### config.mk
export PLATFORM = sky130hd
export DESIGN_NAME = gcd_controller
export DESIGN_NICKNAME = d
export VERILOG_FILES = /design/src/rtl/gcd_pkg.sv /design/src/rtl/gcd_iter_cnt.sv /design/src/rtl/gcd_controller.sv
export SDC_FILE = /design/constraint.sdc
export NUM_CORES = 1
export LEC_CHECK = 0
export CORE_ASPECT_RATIO = 0.5
export CORE_MARGIN = 3
export CORE_UTILIZATION = 44
export CTS_CLUSTER_DIAMETER = 150
export DETAILED_ROUTE_END_ITERATION = 8
export GPL_ROUTABILITY_DRIVEN = 0
export PLACE_DENSITY = 0.75
export SYNTH_ARGS = -nofsm -noshare
export SYNTH_HDL_FRONTEND = slang
export SYNTH_HIERARCHICAL = 1
export SYNTH_SLANG_ARGS = --single-unit
### constraint.sdc
create_clock -name clk -period 1.8 [get_ports clk]
set_input_delay 0.54 -clock clk [delete_from_list [all_inputs] [get_ports clk]]
set_output_delay 0.54 -clock clk [all_outputs]
set_load 0.02 [all_outputs]
### src/rtl/gcd_pkg.sv
// Shared types and constants for the GCD controller slice.
// Optional watchdog is enabled with the GCD_ITER_LIMIT_EN macro.
package gcd_pkg;

    localparam int DATA_W         = 16;
    localparam int ITER_W_DEF     = 16;
    localparam int ITER_LIMIT_DEF = 1000;

    typedef enum logic [2:0] {
        IDLE,
        LOAD_A,
        LOAD_B,
        CALC,
        DONE
    } gcdState_t;

endpackage

### src/rtl/gcd_iter_cnt.sv
// Saturating subtraction counter for the GCD controller.
// With GCD_ITER_LIMIT_EN defined it also flags when the count reaches LIMIT.
module gcd_iter_cnt
    import gcd_pkg::*;
#(
    parameter int W = ITER_W_DEF
`ifdef GCD_ITER_LIMIT_EN
   ,parameter int LIMIT = ITER_LIMIT_DEF
`endif
) (
    input  logic         clk,
    input  logic         rst_n,
    input  logic         clear,
    input  logic         inc,
    output logic [W-1:0] count
`ifdef GCD_ITER_LIMIT_EN
   ,output logic         atLimit
`endif
);

    // Clear wins over increment; once all-ones the count sticks there.
    always_ff @(posedge clk or negedge rst_n) begin
        if (!rst_n) begin
            count <= '0;
        end else if (clear) begin
            count <= '0;
        end else if (inc && (count != '1)) begin
            count <= count + 1'b1;
        end
    end

`ifdef GCD_ITER_LIMIT_EN
    assign atLimit = (count == W'(LIMIT));
`endif

endmodule

### src/rtl/gcd_controller.sv
// Control FSM for a subtractive GCD datapath (operands loaded over a shared bus).
// Define GCD_ITER_LIMIT_EN to add a watchdog that stops after ITER_LIMIT subtractions.
module gcd_controller
    import gcd_pkg::*;
#(
    parameter int ITER_W     = ITER_W_DEF,
    parameter int ITER_LIMIT = ITER_LIMIT_DEF
) (
    input  logic              clk,
    input  logic              rst_n,
    input  logic              start,
    input  logic              abort,
    input  logic              data_valid,
    input  logic              data_zero,
    input  logic              gt,
    input  logic              lt,
    input  logic              eq,
    output logic              data_ready,
    output logic              ldA,
    output logic              ldB,
    output logic              selA_sub,
    output logic              selB_sub,
    output logic              busy,
    output logic              done,
    output logic              err,
    output logic [ITER_W-1:0] iter_count
);

    gcdState_t state, nextState;
    logic      errReg, errNext;
    logic      cntClear, cntInc;
`ifdef GCD_ITER_LIMIT_EN
    logic      atLimit;
`endif

    gcd_iter_cnt #(
        .W     (ITER_W)
`ifdef GCD_ITER_LIMIT_EN
       ,.LIMIT (ITER_LIMIT)
`endif
    ) iterCnt (
        .clk   (clk),
        .rst_n (rst_n),
        .clear (cntClear),
        .inc   (cntInc),
        .count (iter_count)
`ifdef GCD_ITER_LIMIT_EN
       ,.atLimit (atLimit)
`endif
    );

    always_ff @(posedge clk or negedge rst_n) begin
        if (!rst_n) begin
            state  <= IDLE;
            errReg <= 1'b0;
        end else begin
            state  <= nextState;
            errReg <= errNext;
        end
    end

    // Next state and all control outputs; abort overrides everything at the end.
    always_comb begin
        nextState  = state;
        errNext    = errReg;
        data_ready = 1'b0;
        ldA        = 1'b0;
        ldB        = 1'b0;
        selA_sub   = 1'b0;
        selB_sub   = 1'b0;
        cntClear   = 1'b0;
        cntInc     = 1'b0;

        unique case (state)
            IDLE: begin
                if (start) begin
                    nextState = LOAD_A;
                    cntClear  = 1'b1;
                    errNext   = 1'b0;
                end
            end
            LOAD_A: begin
                data_ready = 1'b1;
                if (data_valid) begin
                    ldA = 1'b1;
                    if (data_zero) begin
                        errNext   = 1'b1;
                        nextState = DONE;
                    end else begin
                        nextState = LOAD_B;
                    end
                end
            end
            LOAD_B: begin
                data_ready = 1'b1;
                if (data_valid) begin
                    ldB = 1'b1;
                    if (data_zero) begin
                        errNext   = 1'b1;
                        nextState = DONE;
                    end else begin
                        nextState = CALC;
                    end
                end
            end
            CALC: begin
                if (eq) begin
                    nextState = DONE;
`ifdef GCD_ITER_LIMIT_EN
                end else if (atLimit) begin
                    errNext   = 1'b1;
                    nextState = DONE;
`endif
                end else if (gt) begin
                    ldA      = 1'b1;
                    selA_sub = 1'b1;
                    cntInc   = 1'b1;
                end else if (lt) begin
                    ldB      = 1'b1;
                    selB_sub = 1'b1;
                    cntInc   = 1'b1;
                end
            end
            DONE: begin
                nextState = IDLE;
            end
            default: begin
                nextState = IDLE;
            end
        endcase

        // An aborted cycle must not disturb the datapath, counter or error flag.
        if (abort) begin
            nextState = IDLE;
            errNext   = errReg;
            ldA       = 1'b0;
            ldB       = 1'b0;
            selA_sub  = 1'b0;
            selB_sub  = 1'b0;
            cntClear  = 1'b0;
            cntInc    = 1'b0;
        end
    end

    assign busy = (state != IDLE);
    assign done = (state == DONE);
    assign err  = errReg;

endmodule

==> impl_metrics.prom, run 1 <==
# TYPE chip_impl_metric gauge
chip_impl_info{name="root_buffer",value="clkbuf_8"} 1
chip_impl_metric{name="fraction_of_registers_with_async_set_or_reset_after_synthesis",unit="%"} 100
chip_impl_metric{name="dp_slack",unit="ns"} -0.801
chip_impl_info{name="crit_top_cell",value="buf_6"} 1
chip_impl_metric{name="drt_wl_total",unit="um"} 5900
chip_impl_metric{name="yosysWarningCount",unit=""} 6
chip_impl_metric{name="drt_pass_1_iters",unit=""} 5
chip_impl_metric{name="post_drt_wl_per_cell",unit="um"} 21.9
chip_impl_metric{name="synthesis.area_per_instance",unit="um2"} 9.05
chip_impl_metric{name="sw_ratio",unit="%"} 27.3
chip_impl_metric{name="fmax",unit="MHz"} 498
chip_impl_metric{name="route.vias.total",unit=""} 1724
chip_impl_metric{name="clock_skew",unit="ns"} 0.00392
chip_impl_metric{name="synth.ff_latch_count",unit=""} 20
chip_impl_metric{name="power_per_standard_cell_area",unit="mW/mm2"} 435
chip_impl_metric{name="final_layout_net_count",unit=""} 243
chip_impl_info{name="critPathLaunch",value="eq"} 1
chip_impl_metric{name="finalCriticalPeriod",unit="ns"} 2.01
chip_impl_info{name="setup.worst_path.start_class",value="primary input"} 1
chip_impl_metric{name="critical_path.n_buffers_inverters",unit=""} 4
chip_impl_metric{name="initial_antenna_violation_count",unit=""} 0
chip_impl_metric{name="cpPeakStageDelay",unit="ns"} 0.34
chip_impl_metric{name="effective_utilization_at_floorplan",unit="%"} 49.1
chip_impl_metric{name="final_hold_viol_count",unit=""} 0
chip_impl_metric{name="hpwlAfterDp",unit="um"} 2700
chip_impl_info{name="delay_heaviest_family_cp",value="simple AND/OR/NAND/NOR gates"} 1
chip_impl_metric{name="static_leak",unit="nW"} 1.12
chip_impl_metric{name="maximum_number_of_pins_on_one_net_before_global_route_repair",unit=""} 21
chip_impl_metric{name="final-setup-viol-count",unit=""} 18
chip_impl_metric{name="max-cap-violations",unit=""} 0
chip_impl_metric{name="all_layer_gr_usage",unit="%"} 26.2
chip_impl_metric{name="arr_time_crit_path",unit="ns"} 2.17
chip_impl_info{name="end_kind",value="flip-flop"} 1
chip_impl_metric{name="cts_hold_buffers",unit=""} 0
chip_impl_metric{name="utilization",unit="%"} 87.6
chip_impl_metric{name="die_area",unit="mm2"} 0.00383
chip_impl_info{name="outcome",value="finished, violations left"} 1
chip_impl_metric{name="crit_required",unit="ns"} 1.96
chip_impl_metric{name="slew_headroom",unit="%"} 72.3
chip_impl_info{name="worst-setup-path-type",value="primary input to flip-flop"} 1
chip_impl_metric{name="area_growth",unit="%"} 78.3
chip_impl_info{name="failed_checks",value="setup timing"} 1
chip_impl_info{name="start_of_the_worst_register_to_register_path",value="state[0]$_DFFE_PN0P_"} 1
chip_impl_metric{name="worstSkewPairLatency",unit="ns"} 0.27
chip_impl_metric{name="grt_first_pass_wirelength",unit="um"} 7470
chip_impl_metric{name="final_max_slew_viol_count",unit=""} 0
chip_impl_info{name="netlist.top_cell.by_area",value="dfrtp_1"} 1
chip_impl_metric{name="comb_power_share",unit="%"} 22.4
chip_impl_metric{name="gr-usage-met2",unit="%"} 47.1
chip_impl_metric{name="power_frac_seq",unit="%"} 43.8
chip_impl_metric{name="power_switching",unit="mW"} 0.288
chip_impl_info{name="worst_hold_path_type",value="primary input to async pin"} 1
chip_impl_metric{name="drt-initial-drc-count",unit=""} 88
chip_impl_metric{name="path_clk_slew",unit="ns"} 0.08
chip_impl_metric{name="finalWorstSetupSlack",unit="ns"} -0.210
chip_impl_metric{name="min_period_over_period",unit="%"} 112
chip_impl_metric{name="ir_worst_vdd",unit="mV"} 0.420
chip_impl_metric{name="floorplan.die.width",unit="um"} 84.6
chip_impl_metric{name="drtAntennaViolNets",unit=""} 0
chip_impl_metric{name="die_h",unit="um"} 45.3
chip_impl_info{name="global_route.peak_usage_layer",value="met2"} 1
chip_impl_metric{name="fraction_of_post_synthesis_cell_area_in_the_top_cell_type_by_area",unit="%"} 36.9
chip_impl_metric{name="via_per_inst",unit=""} 6.41
chip_impl_metric{name="p_int",unit="mW"} 0.766
chip_impl_metric{name="design.portCount",unit=""} 33
chip_impl_info{name="synth_flop_cell",value="dfrtp_1"} 1
chip_impl_info{name="critical-path-slowest-cell",value="mux2_4"} 1
chip_impl_metric{name="postSynthCellCount",unit=""} 150
chip_impl_info{name="rsz_0062_raised_after_global_routing",value="yes"} 1
chip_impl_metric{name="use_met1",unit="%"} 29.8
chip_impl_info{name="path_cells",value="buf_6 -> and2b_1 -> nand3_2 -> buf_6 -> nor2_4 -> buf_6 -> buf_6 -> nand3_4 -> nor4_4 -> mux2_4"} 1
chip_impl_metric{name="power_frac_clock",unit="%"} 33.8
chip_impl_metric{name="synth.distinct_cells",unit=""} 41
chip_impl_metric{name="synth_edf_count",unit=""} 0
chip_impl_metric{name="ctsLongestPathBuffers",unit=""} 2
chip_impl_metric{name="num_rows",unit=""} 13
chip_impl_metric{name="synthesis.nets",unit=""} 160
chip_impl_metric{name="synth_sequential_area_ratio",unit="%"} 36.9
chip_impl_metric{name="critPathMaxFanout",unit=""} 3
chip_impl_metric{name="grt.met3_usage",unit="%"} 6.38
chip_impl_metric{name="grt_pass1_vias",unit=""} 1465
chip_impl_metric{name="gr-total-overflow",unit=""} 0
chip_impl_metric{name="post_synth_instance_area",unit="mm2"} 0.00136
chip_impl_metric{name="cts.sink_count",unit=""} 20
chip_impl_metric{name="tritoncts.num_buffers",unit=""} 3
chip_impl_metric{name="port_buffers",unit=""} 32
chip_impl_metric{name="drive_gt1_share",unit="%"} 52.2
chip_impl_info{name="synth_top_cells_by_area",value="dfrtp_1, a21oi_1, o31ai_1"} 1
chip_impl_metric{name="core_area",unit="mm2"} 0.00277
chip_impl_metric{name="diodes",unit=""} 0
chip_impl_metric{name="deepest_level_of_the_cts_h_tree",unit=""} 1
chip_impl_metric{name="drt_drc_violations_left",unit=""} 0
chip_impl_metric{name="worst-slew-pin-transition",unit="ns"} 0.413
chip_impl_info{name="cts_tree",value="done"} 1
chip_impl_metric{name="final.setup.tns",unit="ns"} -1.59
==> per-layer routing <==
metal / up-vias / part of all wire [%] / wire length, um
met5: - / 0 / 0
met4: 0 / 3.6 / 214
met3: 27 / 11 / 642
met2: 144 / 48 / 2830
met1: 823 / 37 / 2210
li1: 730 / - / -
==> synth_stat cells (2+ instances only) <==
library cell,n
dfrtp_1,20
a21oi_1,12
nor2_1,12
nand2_1,9
o31ai_1,8
nand4_1,6
and3_1,5
buf_6,5
inv_1,5
nand3_1,5
nor2b_1,5
o21ai_1,5
or4_1,5
clkbuf_1,4
mux2_1,4
nor4_1,4
nand2b_1,3
or3_1,3
a21boi_1,2
and4_2,2
nand3b_1,2
nor3_1,2
nor3b_1,2
o211ai_2,2
or4_2,2
==> placed cells by master (no fill, tap or decap), types with 4 or more instances in the layout <==
master,instances
a21oi_1,5
a21oi_2,7
and3_1,4
buf_4,40
buf_6,19
clkbuf_8,4
dfrtp_1,19
dlygate4sd2_1,17
inv_1,4
mux2_4,4
nand2_1,8
nand4_1,6
nor2_1,10
nor2b_1,5
nor4_4,5
o21ai_1,4
o31ai_1,5
or4_4,6
==> layout make-up <==
type | count | area, um2
Fill cell | 124 | 344
Timing Repair inverter | 1 | 8.76
Sequential cell | 20 | 502
Clock buffer | 4 | 55.1
Tap cell | 37 | 46.3
Timing Repair Buffer | 86 | 751
Multi-Input combinational cell | 116 | 1030
Inverter | 5 | 23.8
==> metrics by stage <==
stage	instance area [um2]	instances	power, mW	hold slack [ns]
after floorplan	1390	150	0.569	0.244
after global placement	1890	238	0.653	0.580
after detailed placement	1890	238	0.656	0.585
after CTS	2210	262	1.03	0.594
after global routing	2420	269	1.11	0.622
final	2420	269	1.05	0.627
==> power by group through the flow <==
stage | Sequential (mW) | Combinational [mW] | Clock, mW
after global placement | 0.471 | 0.181 | 0
after CTS | 0.461 | 0.208 | 0.358
after floorplan | 0.470 | 0.0991 | 0
after global routing | 0.462 | 0.252 | 0.394
after detailed placement | 0.471 | 0.185 | 0
final | 0.462 | 0.236 | 0.356
==> final timing paths <==
kind                            cells past startpoint                       endpoint  slack (ns)
worst max-delay path                               10  iterCnt/count[15]$_DFFE_PN0P_       -0.21
min in group clk                                    2  iterCnt/count[10]$_DFFE_PN0P_        0.63
max in group asynchronous                           2           state[1]$_DFFE_PN0P_        0.94
worst min register to register                      2  iterCnt/count[10]$_DFFE_PN0P_        0.63
worst min-delay path                                2  iterCnt/count[15]$_DFFE_PN0P_        0.63
worst max register to register                      9  iterCnt/count[15]$_DFFE_PN0P_       -0.17
==> logic make-up (layout without fill, tap and decap cells) <==
group	after synthesis	count (layout)	share of synthesized area (%)
AND/OR/NAND/NOR	74	74	33.8
AO/OA/AOI/OAI	36	36	17.8
flip-flops	20	20	36.9
buffers and inverters	14	96	6.64
multiplexers	4	4	3.32
adder cells (fa/ha/maj)	1	1	0.922
XOR/XNOR	1	1	0.645
==> registers in the layout (all words and copies together) (netlist names) <==
register,flops
iterCnt/count,16
state,3
err,1
==> timing repair <==
item / 4_1_cts / 5_1_grt
buffers inserted: 19 / 8
setup endpoints to repair: 39 / 23
resized for setup: 94 / 42
pin swaps: 24 / 23
cloned: 1 / 0
(Power assumes the default switching activity.)
==> inputs of run 2 (changes only) <==
--- a/config.mk
+++ b/config.mk
@@ -5,6 +5,7 @@
 export SDC_FILE = /design/constraint.sdc
 export NUM_CORES = 1
 export LEC_CHECK = 0
+export CAP_MARGIN = 25
 export CORE_ASPECT_RATIO = 0.5
 export CORE_MARGIN = 3
 export CORE_UTILIZATION = 44
==> results of run 2 <==
Final layout, timing and power as in run 1 (identical DEF).
==> inputs of run 3 (changes only) <==
--- a/config.mk
+++ b/config.mk
@@ -9,7 +9,7 @@
 export CORE_ASPECT_RATIO = 0.5
 export CORE_MARGIN = 3
 export CORE_UTILIZATION = 44
-export CTS_CLUSTER_DIAMETER = 150
+export CTS_CLUSTER_DIAMETER = 80
 export DETAILED_ROUTE_END_ITERATION = 8
 export GPL_ROUTABILITY_DRIVEN = 0
 export PLACE_DENSITY = 0.75
==> results of run 3 <==
Final layout, timing and power as in run 1 (identical DEF).
